<file path="config.mk">
export PLATFORM = sky130hd
export DESIGN_NAME = fetch_line_flat
export DESIGN_NICKNAME = d
export VERILOG_FILES = /design/src/rtl/fetch_line_if.sv /design/src/rtl/fetch_line.sv /design/src/flat_wrapper.sv
export SDC_FILE = /design/constraint.sdc
export NUM_CORES = 1
export LEC_CHECK = 0
export CAP_MARGIN = 10
export CORE_AREA = 2 2 286 288
export CTS_BUF_LIST = sky130_fd_sc_hd__clkbuf_16
export DETAILED_ROUTE_END_ITERATION = 16
export DIE_AREA = 0 0 288 290
export HOLD_SLACK_MARGIN = 0.12
export PLACE_DENSITY_LB_ADDON = 0.15
export SETUP_SLACK_MARGIN = 0.2
export SLEW_MARGIN = 20
export SYNTH_ARGS = -nofsm -noshare
export SYNTH_HDL_FRONTEND = slang
export SYNTH_SLANG_ARGS = --single-unit
export TNS_END_PERCENT = 30
</file>
<file path="constraint.sdc">
create_clock -name i_clk -period 6.77 [get_ports i_clk]
set_input_delay 0.677 -clock i_clk [delete_from_list [all_inputs] [get_ports i_clk]]
set_output_delay 0.677 -clock i_clk [all_outputs]
set_load 0.005 [all_outputs]
</file>
<file path="src/rtl/fetch_line_if.sv">
// Arbiter and main system bus signals shared by the line fetch/writeback paths.
// The master side is the cache line engine; the slave side is the arbiter/bus.

`ifndef SYSBUS_READ
`define SYSBUS_READ 1
`endif
`ifndef SYSBUS_MEMORY
`define SYSBUS_MEMORY 4'b0001
`endif

interface fetch_line_if #(
  parameter int unsigned BUS_DATA_WIDTH = 64,
  parameter int unsigned BUS_TAG_WIDTH  = 13
) ();
  logic                      abtr_reqcyc;
  logic                      abtr_grant;
  logic                      bus_busy;
  logic                      main_bus_reqcyc;
  logic                      main_bus_reqack;
  logic [BUS_DATA_WIDTH-1:0] main_bus_req;
  logic [BUS_TAG_WIDTH-1:0]  main_bus_reqtag;
  logic                      main_bus_respcyc;
  logic [BUS_DATA_WIDTH-1:0] main_bus_resp;
  logic [BUS_TAG_WIDTH-1:0]  main_bus_resptag;
  logic                      main_bus_respack;

  modport master (
    output abtr_reqcyc,
    input  abtr_grant,
    output bus_busy,
    output main_bus_reqcyc,
    input  main_bus_reqack,
    output main_bus_req,
    output main_bus_reqtag,
    input  main_bus_respcyc,
    input  main_bus_resp,
    input  main_bus_resptag,
    output main_bus_respack
  );

  modport slave (
    input  abtr_reqcyc,
    output abtr_grant,
    input  bus_busy,
    input  main_bus_reqcyc,
    output main_bus_reqack,
    input  main_bus_req,
    input  main_bus_reqtag,
    output main_bus_respcyc,
    output main_bus_resp,
    output main_bus_resptag,
    input  main_bus_respack
  );
endinterface

</file>
<file path="src/rtl/fetch_line.sv">
// Cache line fetch: arbitrates for the main bus, issues one memory read for the
// line containing i_addr, gathers BEATS response beats and presents the line.

`ifndef SYSBUS_READ
`define SYSBUS_READ 1
`endif
`ifndef SYSBUS_MEMORY
`define SYSBUS_MEMORY 4'b0001
`endif

module fetch_line #(
  parameter int unsigned BUS_DATA_WIDTH = 64,
  parameter int unsigned BUS_TAG_WIDTH  = 13,
  parameter int unsigned BEATS          = 8
) (
  input  logic                            i_clk,
  input  logic                            i_reset,
  input  logic                            i_enable,
  input  logic [BUS_DATA_WIDTH-1:0]       i_addr,
  fetch_line_if.master                    bus,
  output logic [BUS_DATA_WIDTH*BEATS-1:0] o_data,
  output logic                            o_ready
);

  localparam int unsigned CntW = $clog2(BEATS);
  localparam int unsigned OffW = $clog2(BUS_DATA_WIDTH / 8 * BEATS);
  localparam logic [CntW-1:0] LastBeat = CntW'(BEATS - 1);
  localparam logic [BUS_TAG_WIDTH-1:0] ReqTag =
      BUS_TAG_WIDTH'((`SYSBUS_READ << 12) | (`SYSBUS_MEMORY << 8));

  typedef enum logic [2:0] {StIdle, StArb, StReq, StResp, StReady} state_e;

  state_e                           r_state;
  state_e                           w_state_next;
  logic [CntW-1:0]                  r_cnt;
  logic [BUS_DATA_WIDTH-1:0]        r_line_addr;
  logic [BUS_DATA_WIDTH*BEATS-1:0]  r_data;
  logic                             w_start;
  logic                             w_beat;
  logic                             w_req_done;

  assign o_data = r_data;

  // State register
  always_ff @(posedge i_clk or negedge i_reset) begin
    if (!i_reset) begin
      r_state <= StIdle;
    end else begin
      r_state <= w_state_next;
    end
  end

  // Next-state decode and bus outputs; everything is idle unless a state drives it
  always_comb begin
    w_state_next         = r_state;
    w_start              = 1'b0;
    w_beat               = 1'b0;
    w_req_done           = 1'b0;
    o_ready              = 1'b0;
    bus.abtr_reqcyc      = 1'b0;
    bus.bus_busy         = 1'b0;
    bus.main_bus_reqcyc  = 1'b0;
    bus.main_bus_req     = '0;
    bus.main_bus_reqtag  = '0;
    bus.main_bus_respack = 1'b0;
    unique case (r_state)
      StIdle: begin
        if (i_enable) begin
          w_start      = 1'b1;
          w_state_next = StArb;
        end
      end
      StArb: begin
        bus.abtr_reqcyc = 1'b1;
        if (bus.abtr_grant) w_state_next = StReq;
      end
      StReq: begin
        bus.bus_busy        = 1'b1;
        bus.main_bus_reqcyc = 1'b1;
        bus.main_bus_req    = r_line_addr;
        bus.main_bus_reqtag = ReqTag;
        if (bus.main_bus_reqack) begin
          w_req_done   = 1'b1;
          w_state_next = StResp;
        end
      end
      StResp: begin
        bus.bus_busy = 1'b1;
        // Only beats carrying our own tag belong to this line
        if (bus.main_bus_respcyc && (bus.main_bus_resptag == ReqTag)) begin
          bus.main_bus_respack = 1'b1;
          w_beat               = 1'b1;
          if (r_cnt == LastBeat) w_state_next = StReady;
        end
      end
      StReady: begin
        o_ready = 1'b1;
        if (i_enable) begin
          w_start      = 1'b1;
          w_state_next = StArb;
        end
      end
      default: w_state_next = StIdle;
    endcase
  end

  // Line address latch, beat counter and line assembly
  always_ff @(posedge i_clk or negedge i_reset) begin
    if (!i_reset) begin
      r_line_addr <= '0;
      r_cnt       <= '0;
      r_data      <= '0;
    end else begin
      if (w_start) r_line_addr <= {i_addr[BUS_DATA_WIDTH-1:OffW], {OffW{1'b0}}};
      if (w_req_done) begin
        r_cnt <= '0;
      end else if (w_beat) begin
        r_cnt <= r_cnt + 1'b1;
      end
      if (w_beat) r_data[r_cnt*BUS_DATA_WIDTH +: BUS_DATA_WIDTH] <= bus.main_bus_resp;
    end
  end

endmodule

</file>
<file path="src/flat_wrapper.sv">
// flat-port wrapper written by rule: the top's interface ports become plain ports
module fetch_line_flat 
#(
  parameter int unsigned BUS_DATA_WIDTH = 64,
  parameter int unsigned BUS_TAG_WIDTH  = 13,
  parameter int unsigned BEATS          = 8
)
  (i_clk, i_reset, i_enable, i_addr, o_data, o_ready, bus_abtr_reqcyc, bus_abtr_grant, bus_bus_busy, bus_main_bus_reqcyc, bus_main_bus_reqack, bus_main_bus_req, bus_main_bus_reqtag, bus_main_bus_respcyc, bus_main_bus_resp, bus_main_bus_resptag, bus_main_bus_respack);
  fetch_line_if #(.BUS_DATA_WIDTH(BUS_DATA_WIDTH), .BUS_TAG_WIDTH(BUS_TAG_WIDTH)) bus_i ();
  input  logic i_clk;
  input  logic i_reset;
  input  logic i_enable;
  input  logic [BUS_DATA_WIDTH-1:0] i_addr;
  output logic [BUS_DATA_WIDTH*BEATS-1:0] o_data;
  output logic o_ready;
  output wire logic [$bits(bus_i.abtr_reqcyc)-1:0] bus_abtr_reqcyc;
  input wire logic [$bits(bus_i.abtr_grant)-1:0] bus_abtr_grant;
  output wire logic [$bits(bus_i.bus_busy)-1:0] bus_bus_busy;
  output wire logic [$bits(bus_i.main_bus_reqcyc)-1:0] bus_main_bus_reqcyc;
  input wire logic [$bits(bus_i.main_bus_reqack)-1:0] bus_main_bus_reqack;
  output wire logic [$bits(bus_i.main_bus_req)-1:0] bus_main_bus_req;
  output wire logic [$bits(bus_i.main_bus_reqtag)-1:0] bus_main_bus_reqtag;
  input wire logic [$bits(bus_i.main_bus_respcyc)-1:0] bus_main_bus_respcyc;
  input wire logic [$bits(bus_i.main_bus_resp)-1:0] bus_main_bus_resp;
  input wire logic [$bits(bus_i.main_bus_resptag)-1:0] bus_main_bus_resptag;
  output wire logic [$bits(bus_i.main_bus_respack)-1:0] bus_main_bus_respack;
  assign bus_abtr_reqcyc = bus_i.abtr_reqcyc;
  assign bus_i.abtr_grant = bus_abtr_grant;
  assign bus_bus_busy = bus_i.bus_busy;
  assign bus_main_bus_reqcyc = bus_i.main_bus_reqcyc;
  assign bus_i.main_bus_reqack = bus_main_bus_reqack;
  assign bus_main_bus_req = bus_i.main_bus_req;
  assign bus_main_bus_reqtag = bus_i.main_bus_reqtag;
  assign bus_i.main_bus_respcyc = bus_main_bus_respcyc;
  assign bus_i.main_bus_resp = bus_main_bus_resp;
  assign bus_i.main_bus_resptag = bus_main_bus_resptag;
  assign bus_main_bus_respack = bus_i.main_bus_respack;
  fetch_line #(.BUS_DATA_WIDTH(BUS_DATA_WIDTH), .BUS_TAG_WIDTH(BUS_TAG_WIDTH), .BEATS(BEATS)) u_core (.i_clk(i_clk), .i_reset(i_reset), .i_enable(i_enable), .i_addr(i_addr), .bus(bus_i), .o_data(o_data), .o_ready(o_ready));
endmodule
</file>
==> impl_results.md <==
* CP max-delay cell: or4b_1
* Initial core utilization at ~31%
* Placer congestion estimate at approximately 0.82
* Synth Area per Inst at ~14 um2
* Register bit total from synthesis at 576
* Register Area at roughly 14000 um2
* Design Power at 8.66 mW
* Commonest non-fill, non-tap cell in the layout: clkdlybuf4s50_1
* R2R Setup Slk at about 3 ns
* Worst path arrival time at between 3 and 4 ns
* Cell variety after synth at 41
* Rel. slew slack at about 32%
* Fin. max-slew vios at 0
* Pre-antenna DRT Iters at 4
* Final Cycle Share at between 50% and 60%
* Overall routing resource usage at 20.6%
* # H-tree levels at 3
* Ys async rst share at 100%
* Main synth FF type: dfrtp_1
* Skew final at about 0.028 ns
* Crit start category: input port
* Largest net degree at the start of global routing at ~160
* IO Pins at between 700 and 800
* First-pass GRT wire length at 127000 um
* GRT Residual Overflow at 0
* Data required, critical path at a little over 6 ns
* Crit end category: output port
* Post_cts resized at 0
* Die span in y at a little under 300 um
* Via density at 4.70
* Placed insts at roughly 3400
* Die area at 83500 um2
* Worst setup path class: in -> out
* Max cap viols at 0
* EDFF count, synth at 0
* Leak at approximately 17 nW
* Cell Chain, Critical Path: clkdlybuf4s50_1, or4b_1, nor4_1, and2b_1, clkdlybuf4s50_1
* Final hold vios at 0
* Inserted Clock Buffers at 69
* Crit path from: bus_main_bus_resptag[4]
* Rows at 104
* Dpl hpwl at between 50000 and 60000 um
* Setup TNS at 0 ns
* Critical Path Max Stage Delay at a little over 0.7 ns
* Reg clk slew, reported paths at around 0.050 ns
* CORE AREA at ~80000 um2
* Crit-path most repeated cell: clkdlybuf4s50_1
* DR WL/cell at 24.7 um
* Fin area at 34900 um2
* Dpl cell area at 32800 um2
* CTS Root Buffer Type: clkbuf_16
* Drt drc at 0
* Post-CTS Setup Bufs at 0
* Routed WL at 87400 um
* Vias in the first global route at approximately 18000
* Final setup viols at 0
* Pwr Density at 248 nW/um2
* Filler cell count at roughly 7400
* Clock buffer depth at 3
* Sequential area share after synthesis at 58.0%
* Mapped Area at approximately 25000 um2
* Critical path's top delay family: simple AND/OR/NAND/NOR gates
* Syn Inst Count at roughly 1700
* Worst-path maximum fanout at 7
* Iter 0 DRT Violations at between 700 and 800
* Slew @ Worst Pin at roughly 1 ns
* Syn-to-layout area delta at 40.7%
* Setup WS pre-CTS at between 2 and 2.5 ns
* Synth top area cells: dfrtp_1 (58%), mux2_4 (11%), mux2_1 (8.2%)
* CTS Hold Buffers Added at 0
* Highest clock rate at 0.249 GHz
* Post-Layout Cell Count at between 3000 and 4000
* Nets at around 2600
* Layout cells sized above 1 at between 10% and 20%
* Initial antenna violation count at 5
* Cell taking the most area after synthesis: dfrtp_1
* Post-DRT Antenna Nets at 0
* Via count at between 15000 and 20000
* Worst skew pair latency at around 0.61 ns
* CTS tree: built
* Total of warnings raised by yosys at 0
* Synth top area share at 58.0%
* IO buf count at ~700
* Minimum clock period at 4.01 ns
* Die Wd at 288 um
* Unrepaired setup endpoints after global routing: no
* Status: complete, no violations
* Buf/Inv on CP at 2
* Setup ws final at ~2.8 ns
* CTS sink count at between 500 and 600
* Most used cells in the layout excluding fill and tap cells: clkdlybuf4s50_1 (716), dfrtp_1 (575), mux2_1 (180), mux2_4 (180), and3_1 (167)
* Multi-input gate area at roughly 9400 um2
* Worst min path class: in -> async
* FF-to-FF Start: u_core.r_cnt[0]
* Max VDD drop at approximately 0.26 mV
-- sequential cells by signal (all words and copies together) (netlist names) --
name / cells
u_core.r_cnt: 3
u_core.o_data: 512
u_core.r_line_addr: 58
u_core.r_state: 3
-- synth_stat cells, types with 2 or more instances --
library cell / count
a21oi_1: 3
and2_1: 86
and3_1: 170
buf_1: 4
buf_2: 8
buf_4: 28
buf_6: 36
clkbuf_1: 53
dfrtp_1: 576
ha_1: 6
inv_1: 70
mux2_1: 180
mux2_2: 147
mux2_4: 180
mux2i_1: 64
nand2_1: 70
nand3_4: 3
nand4_1: 2
nor2_1: 6
nor3_1: 4
nor4_1: 2
o311ai_0: 2
-- metal layers --
metal	vias to the layer above	GRT usage (%)	wire, um
li1	7307	-	-
met1	8600	24.9	35200
met2	561	34.7	42800
met3	137	5.83	6430
met4	0	7.38	2900
met5	-	0	0
-- path summary, 6_finish.rpt --
| check | depth (start not counted) | endpoint |
|---|---|---|
| worst max-delay path | 5 | bus_main_bus_respack |
| worst min-delay path | 1 | u_core.o_data[230] |
| worst max register to register | 6 | u_core.o_data[386] |
| worst min register to register | 1 | u_core.o_data[358] |
| max in group asynchronous | 3 | u_core.r_cnt[0] |
| min in group i_clk | 1 | u_core.o_data[358] |
-- metrics by stage --
stage,hold WS [ns],util [%]
after floorplan,0.381,-
after CTS,0.150,43.6
after global placement,0.469,40.9
after global routing,0.195,43.6
final,0.146,43.6
after detailed placement,0.474,41.0
-- cell families (layout without fill, tap and decap cells) --
logic type,Yosys count,after routing,synth area share (%)
adder cells (fa/ha/maj),6,6,0.302
buffers and inverters,199,932,4.56
flip-flops,576,576,58.0
other,1,20,0.0151
multiplexers,571,571,28.3
AO/OA/AOI/OAI,11,11,0.317
AND/OR/NAND/NOR,355,355,8.51
-- power by group --
| part | switching, mW | leakage [nW] | internal (mW) |
|---|---|---|---|
| Sequential | 0.0742 | 7.62 | 3.58 |
| Clock | 1.50 | 1.08 | 1.96 |
| Combinational | 1.03 | 8.64 | 0.523 |
-- area by class of cell --
type / count / share of cell area (%)
Antenna cell: 3 / 0.0215
Clock buffer: 70 / 5.01
Clock inverter: 51 / 0.906
Inverter: 70 / 0.752
Multi-Input combinational cell: 960 / 27.0
Sequential cell: 576 / 41.3
Tap cell: 1060 / 3.80
Timing Repair Buffer: 741 / 21.3
No activity file was read; power rests on OpenSTA's default activity.
